**src/rtl/fault_pkg.sv**
```systemverilog
// ---------------------------------------------------------------------------
// fault_pkg
// Shared types and widths for the fault supervisor and its timer.
//   state_t   : encoded supervisor state, also exported as telemetry
//   STATE_W   : width of the encoded state
//   RETRY_W   : width of the auto-restart counter
//   TIMER_W   : width of the shared cooldown / good-time counter
//   eff_cool  : maps a zero cooldown length onto one cycle
// ---------------------------------------------------------------------------
package fault_pkg;

    localparam int STATE_W = 3;
    localparam int RETRY_W = 4;
    localparam int TIMER_W = 16;

    typedef enum logic [STATE_W-1:0] {
        ST_NORMAL   = 3'd0,
        ST_WARN     = 3'd1,
        ST_TRIP     = 3'd2,
        ST_COOLDOWN = 3'd3,
        ST_LOCKOUT  = 3'd4
    } state_t;

    // A zero-length cooldown would never produce a done flag, so treat it
    // as the shortest meaningful period.
    function automatic logic [TIMER_W-1:0] eff_cool(input logic [TIMER_W-1:0] c);
        return (c == '0) ? TIMER_W'(1) : c;
    endfunction

endpackage

```
**src/rtl/fs_timer.sv**
```systemverilog
// ---------------------------------------------------------------------------
// fs_timer
// Loadable down-counter shared by the cooldown period and the good-time
// (retry clear) period. Counts down to zero and holds there.
//   clk      : clock, posedge
//   rst      : synchronous active-high reset, clears the count
//   load     : load load_val this cycle (takes priority over counting)
//   load_val : value to load
//   done     : high while the count is 1, i.e. the last cycle of a period
// ---------------------------------------------------------------------------
module fs_timer
    import fault_pkg::*;
(
    input  logic               clk,
    input  logic               rst,
    input  logic               load,
    input  logic [TIMER_W-1:0] load_val,
    output logic               done
);

    logic [TIMER_W-1:0] count;

    always_ff @(posedge clk) begin
        if (rst) begin
            count <= '0;
        end else if (load) begin
            count <= load_val;
        end else if (count != '0) begin
            count <= count - TIMER_W'(1);
        end
    end

    // Done marks the final cycle so the owner can leave its state on the
    // same edge the period expires.
    assign done = (count == TIMER_W'(1));

endmodule

```
**src/rtl/fault_supervisor.sv**
```systemverilog
// ---------------------------------------------------------------------------
// fault_supervisor
// Moore FSM supervising a power stage from debounced fault qualifiers.
// Escalates NORMAL -> WARN -> TRIP, auto-restarts through COOLDOWN a
// limited number of times, and latches LOCKOUT once the restart budget
// is spent. All outputs are registered alongside the state register.
//   clk       : clock, posedge
//   rst       : synchronous active-high reset
//   flt_hi    : fault-high qualifier
//   flt_pers  : persistent-fault qualifier (implies flt_hi)
//   flt_lo    : fault-low (recovered) qualifier; loses to flt_hi
//   clr_req   : operator clear, only acted on in LOCKOUT with flt_lo
//   warn      : fault seen, not yet persistent
//   derate    : reduced-power request
//   shutdown  : power stage disable
//   lockout   : latched fault awaiting clr_req
//   trip_evt  : one-cycle pulse on each entry to TRIP
//   retry_cnt : auto-restarts since the last clean period
//   state     : encoded FSM state for telemetry
// ---------------------------------------------------------------------------
module fault_supervisor
    import fault_pkg::*;
#(
    parameter logic [TIMER_W-1:0] COOL_CYCLES = 16'd2000,
    parameter logic [RETRY_W-1:0] MAX_RETRY   = 4'd3
) (
    input  logic               clk,
    input  logic               rst,
    input  logic               flt_hi,
    input  logic               flt_pers,
    input  logic               flt_lo,
    input  logic               clr_req,
    output logic               warn,
    output logic               derate,
    output logic               shutdown,
    output logic               lockout,
    output logic               trip_evt,
    output logic [RETRY_W-1:0] retry_cnt,
    output logic [STATE_W-1:0] state
);

    state_t             state_q;
    state_t             state_d;
    logic [RETRY_W-1:0] retry_d;
    logic               fault_hi;
    logic               recovered;
    logic               tmr_load;
    logic               tmr_done;

    // flt_pers implies a high fault even if flt_hi were to glitch low, and
    // a simultaneous high/low qualifier is resolved in favour of the fault.
    assign fault_hi  = flt_hi | flt_pers;
    assign recovered = flt_lo & ~fault_hi;

    // One timer serves both periods: any state change reloads it, so it
    // starts a cooldown on COOLDOWN entry and a good-time run on NORMAL
    // entry. Other states simply ignore it.
    assign tmr_load = (state_d != state_q);

    fs_timer u_timer (
        .clk      (clk),
        .rst      (rst),
        .load     (tmr_load),
        .load_val (eff_cool(COOL_CYCLES)),
        .done     (tmr_done)
    );

    // Next-state and next-retry logic.
    always_comb begin
        state_d = state_q;
        retry_d = retry_cnt;

        case (state_q)
            ST_NORMAL: begin
                if (flt_pers) begin
                    state_d = ST_TRIP;
                end else if (fault_hi) begin
                    state_d = ST_WARN;
                end
            end

            ST_WARN: begin
                if (flt_pers) begin
                    state_d = ST_TRIP;
                end else if (recovered) begin
                    state_d = ST_NORMAL;
                end
            end

            ST_TRIP: begin
                if (recovered) begin
                    // The guard also keeps retry_cnt from ever passing
                    // MAX_RETRY, so no separate saturation is needed.
                    if (retry_cnt >= MAX_RETRY) begin
                        state_d = ST_LOCKOUT;
                    end else begin
                        retry_d = retry_cnt + RETRY_W'(1);
                        state_d = ST_COOLDOWN;
                    end
                end
            end

            ST_COOLDOWN: begin
                if (fault_hi) begin
                    state_d = ST_TRIP;
                end else if (tmr_done) begin
                    state_d = ST_NORMAL;
                end
            end

            ST_LOCKOUT: begin
                if (clr_req && recovered) begin
                    state_d = ST_NORMAL;
                    retry_d = '0;
                end
            end

            default: begin
                state_d = ST_LOCKOUT;
            end
        endcase

        // A full clean good-time run in NORMAL forgives earlier restarts.
        // The final cycle only counts as clean if no fault arrives in it.
        if (state_q == ST_NORMAL && state_d == ST_NORMAL && tmr_done) begin
            retry_d = '0;
        end
    end

    // State and registered Moore outputs, decoded from the next state so
    // they change on the same edge as the state register.
    always_ff @(posedge clk) begin
        if (rst) begin
            state_q   <= ST_NORMAL;
            retry_cnt <= '0;
            warn      <= 1'b0;
            derate    <= 1'b0;
            shutdown  <= 1'b0;
            lockout   <= 1'b0;
            trip_evt  <= 1'b0;
        end else begin
            state_q   <= state_d;
            retry_cnt <= retry_d;
            warn      <= (state_d == ST_WARN);
            derate    <= (state_d == ST_WARN);
            shutdown  <= (state_d == ST_TRIP) || (state_d == ST_COOLDOWN) ||
                         (state_d == ST_LOCKOUT);
            lockout   <= (state_d == ST_LOCKOUT);
            trip_evt  <= (state_d == ST_TRIP) && (state_q != ST_TRIP);
        end
    end

    assign state = state_q;

endmodule

```
**config.mk**
```make
export PLATFORM = sky130hd
export DESIGN_NAME = fault_supervisor
export DESIGN_NICKNAME = d
export VERILOG_FILES = /design/src/rtl/fault_pkg.sv /design/src/rtl/fs_timer.sv /design/src/rtl/fault_supervisor.sv
export SDC_FILE = /design/constraint.sdc
export NUM_CORES = 1
export LEC_CHECK = 0
export CAP_MARGIN = 20
export CELL_PAD_IN_SITES_DETAIL_PLACEMENT = 2
export CELL_PAD_IN_SITES_GLOBAL_PLACEMENT = 2
export CORE_MARGIN = 4
export CORE_UTILIZATION = 32
export DETAILED_ROUTE_END_ITERATION = 10
export PLACE_DENSITY_LB_ADDON = 0.1
export SKIP_LAST_GASP = 1
export SLEW_MARGIN = 5
export SYNTH_ARGS = -nofsm -noshare
export SYNTH_HDL_FRONTEND = slang
export SYNTH_SLANG_ARGS = --single-unit
```
**constraint.sdc**
```tcl
create_clock -name clk -period 2.6 [get_ports clk]
set_input_delay 0.39 -clock clk [delete_from_list [all_inputs] [get_ports clk]]
set_output_delay 0.39 -clock clk [all_outputs]
set_load 0.01 [all_outputs]
```
==> run summary <==
Summed over all layers, the global routing overflow is 0. In the global route stage, overall resource usage came out at 14.89%. At the placement stage, the worst setup path has a slack of 0.03686 ns.

The largest stage delay on the critical path came out at 0.55 ns. The port buffer count was 17. Overall die area: 0.005353 mm². STA classifies the critical path startpoint as an input port. The post-route non-filler standard cell count is 227. Post-CTS timing repair inserted 0 buffers for setup. The width of the chip is 73.17 µm.

Once the floorplan was initialized, standard cells occupied 33.49% of the core. Setup repair after global routing left no endpoint under its margin. The maximum ir drop on the vdd rail was 262.9 µV; the number of max-capacitance violations reported was 0. The most common flop cell mapped by yosys was sky130_fd_sc_hd__dfxtp_1.

The run finished with clean final reports. The die boundary height is 73.17 µm. The post-detailed-route DRC marker count is 0. Data on the critical path arrives at its endpoint at 2.48 ns. The root buffer cell chosen for the clock tree is sky130_fd_sc_hd__clkbuf_8. For the required time of the critical path, the log shows 2.80 ns.

The slew at the pin closest to its max-slew limit was 0.5320 ns; the proportion of register bits with asynchronous set or reset after synthesis was 0%. The leakage component of the power was 0.6190 nW. Clock tree synthesis inserted a total of 3 buffers. TritonCTS built the clock tree.

Summed over all layers, the routed wires come to 3782 µm. The initial antenna violation count is 0. The sequential fraction of the synthesis area came out at 39.78%. The kind of end point of the critical path was a flop. The floorplan has 23 rows. Count of H-tree levels built during CTS: 1. The tools report the final worst slack as 0.3198 ns. Between clock sinks in the finished design, the worst skew comes to 0.002606 ns. Setup violations remaining at the end of the flow were counted as 0. Based on the critical path, the design can be clocked at up to 438.6 MHz. The net count of the finished layout was 188; the remaining antenna violation count was 0.

After detailed routing, the average wire length per cell comes to 16.66 µm. Entering global routing, the biggest net connects 16 pins. After clock tree synthesis, the clock-pin slew on the worst setup and hold paths is 0.10 ns. In this run the tightest slew margin relative to its limit is 64.21%. The number of different library cells used by synthesis comes to 45. The share of cells above drive strength 1 was 9.040%; the max-slew violation total from the final report was 0. The portion of the clock cycle consumed by the worst path in the final layout works out to 87.70%. The number of gates resized after CTS was 0.

Yosys printed 0 warnings. Among all stages on the critical path, the largest delay is contributed by sky130_fd_sc_hd__or3_1. The mapped netlist covers 0.001359 mm². The detailed-routing iteration count for the pre-antenna-repair pass was 4. The weighted congestion reported at the end of routability-driven placement was 0.7589; the layout overhead on the synthesized area was 21.36%.

The floorplan step defined a core boundary enclosing 0.004058 mm². At the later pin of the worst-skew pair, clock insertion delay measures 0.28 ns. The number of standard cells after synthesis is 155.

The number of placed cells counting well taps was 223. The via count of the first global-routing pass is 1313. After clock tree synthesis, the flow added hold-fix buffers numbering 0. The final period demand of the worst path came out at 2.280 ns. The number of antenna diodes in the final layout is 0. The HPWL after detailed placement was 2956 µm; the register bit total from synthesis was 27.

First-pass GRT wire length: 6223 µm. Dividing the synthesized area by the synthesized cell count gives 8.766 µm². The tools report the final-layout fill cell count as 465.

Number of enable-type register cells in the synthesized netlist: 0. The setup path with the least slack is of type input port to flop. Power comes to 0.9393 mW. Clock sink total: 27. Walking the worst path, the cells encountered are clkdlybuf4s50_1 > or4_4 > o211a_1 > or3_1 > a211oi_4.

After detailed routing, the number of vias per cell comes to 5.463. The first routing iteration left 44 violations. The logs give 165 for the net count after synthesis and 2 for the worst-case clock buffer depth.

Power spread over the standard cell area amounts to 569.6 mW/mm². 18 I/O pins were placed. Across all layers, the routed design uses 1240 vias.

The hold violation count in the final report is 0. The top fanout value on the critical path came out at 10. The tools report the final sum of negative setup slack as 0 ns. Path type of the worst min-delay path: flop to flop.
cell usage after synthesis, types with 2 or more instances:
cell type / instances / share of area (%)
sky130_fd_sc_hd__dfxtp_1: 27 / 40
sky130_fd_sc_hd__nor2_1: 18 / 5.0
sky130_fd_sc_hd__a21oi_1: 16 / 5.9
sky130_fd_sc_hd__xnor2_1: 8 / 5.2
sky130_fd_sc_hd__nor3_1: 7 / 2.6
sky130_fd_sc_hd__nor4_1: 7 / 3.2
sky130_fd_sc_hd__or3_1: 7 / 3.2
sky130_fd_sc_hd__nand2_1: 5 / 1.4
sky130_fd_sc_hd__nand3_1: 5 / 1.8
sky130_fd_sc_hd__and3_1: 4 / 1.8
sky130_fd_sc_hd__ha_1: 4 / 3.7
sky130_fd_sc_hd__inv_1: 3 / 0.83
sky130_fd_sc_hd__nand2b_1: 3 / 1.4
sky130_fd_sc_hd__o21ai_0: 3 / 1.1
sky130_fd_sc_hd__a2111oi_0: 2 / 1.3
sky130_fd_sc_hd__a21boi_0: 2 / 1.1
sky130_fd_sc_hd__clkbuf_1: 2 / 0.55
sky130_fd_sc_hd__nand3b_1: 2 / 1.1
sky130_fd_sc_hd__nand4_1: 2 / 0.92
sky130_fd_sc_hd__nor3b_1: 2 / 1.1
sky130_fd_sc_hd__o31ai_1: 2 / 1.1
critical path: cells and delay by family:
family          cells  cell delay [ns]
buf+inv             1             0.54
compound gates      2             0.45
simple gates        2             1.09
logic make-up after synthesis:
logic type	share of synthesized area [%]
AOI/OAI and AO/OA	17.96
muxes	0.7367
DFF	39.78
xor gates and xnor gates	5.801
buffers and inverters	3.039
and+or+nand+nor	29.00
adders and majority gates	3.683
final cells by class:
cell class | instances | area, µm² | area share (%)
clock buffers | 3 | 41.29 | 2.504
repair buffers | 22 | 207.7 | 12.59
well taps | 50 | 62.56 | 3.794
clock inverters | 1 | 5.005 | 0.3035
multi-input cells | 120 | 777.0 | 47.12
inverters | 4 | 15.01 | 0.9105
flip-flops and latches | 27 | 540.5 | 32.78
registers in the layout, summed over array words and instances (netlist names):
signal	cells
derate	1
lockout	1
retry_cnt	4
shutdown	1
state	3
trip_evt	1
u_timer.count	16
final timing paths:
check	startpoint	to	slack [ns]	cells after the start
hold reg to reg	retry_cnt[1]$_SDFFE_PP0P_	retry_cnt[1]$_SDFFE_PP0P_	0.51	2
hold / removal	retry_cnt[1]$_SDFFE_PP0P_	retry_cnt[1]$_SDFFE_PP0P_	0.51	2
setup / recovery	flt_hi	u_timer.count[1]$_SDFFE_PP0P_	0.32	5
setup reg to reg	state[0]$_SDFF_PP0_	u_timer.count[1]$_SDFFE_PP0P_	0.32	5
metrics by stage:
stage          utilization (%)  hold WS [ns]  instance area (µm²)
2_1_floorplan                -        0.4670                 1359
4_1_cts                  40.64        0.5129                 1649
3_5_place_dp             39.50        0.4985                 1603
3_3_place_gp             39.50        0.4882                 1603
5_1_grt                  40.64        0.5488                 1649
6_report                 40.64        0.5072                 1649
cells in the final DEF (no fill, tap or decap), types with 2 or more instances in the layout:
cell type / Yosys / layout
sky130_fd_sc_hd__or3_1: 7 / 7
sky130_fd_sc_hd__nand3_1: 5 / 5
sky130_fd_sc_hd__nor4_1: 7 / 7
sky130_fd_sc_hd__nand3b_1: 2 / 2
sky130_fd_sc_hd__clkdlybuf4s50_1: 0 / 17
sky130_fd_sc_hd__o31ai_1: 2 / 2
sky130_fd_sc_hd__inv_1: 3 / 3
sky130_fd_sc_hd__nand4_1: 2 / 2
sky130_fd_sc_hd__ha_1: 4 / 4
sky130_fd_sc_hd__nor3_1: 7 / 7
sky130_fd_sc_hd__nand2_1: 5 / 5
sky130_fd_sc_hd__nor3b_1: 2 / 2
sky130_fd_sc_hd__nand2b_1: 3 / 3
sky130_fd_sc_hd__nor2_1: 18 / 18
sky130_fd_sc_hd__o21ai_0: 3 / 3
sky130_fd_sc_hd__xnor2_1: 8 / 8
sky130_fd_sc_hd__a2111oi_0: 2 / 2
sky130_fd_sc_hd__clkbuf_8: 0 / 3
sky130_fd_sc_hd__dfxtp_1: 27 / 27
sky130_fd_sc_hd__buf_4: 1 / 5
sky130_fd_sc_hd__a21boi_0: 2 / 2
sky130_fd_sc_hd__and3_1: 4 / 4
sky130_fd_sc_hd__a21oi_1: 16 / 16
power by group:
group / leakage [nW] / internal (mW) / switching [mW]
registers: 0.222 / 0.441 / 0.0330
clock network: 0.0255 / 0.108 / 0.139
logic: 0.372 / 0.0975 / 0.121
layer usage:
metal  part of all wire [%]  routed length (µm)  GRT usage, %
met4                    1.3                  49         4.303
met3                    3.2                 121         2.617
met1                     42                1589         16.26
met5                      0                   0             0
met2                     53                2021         28.70
Power figures use the tool's default switching activity.
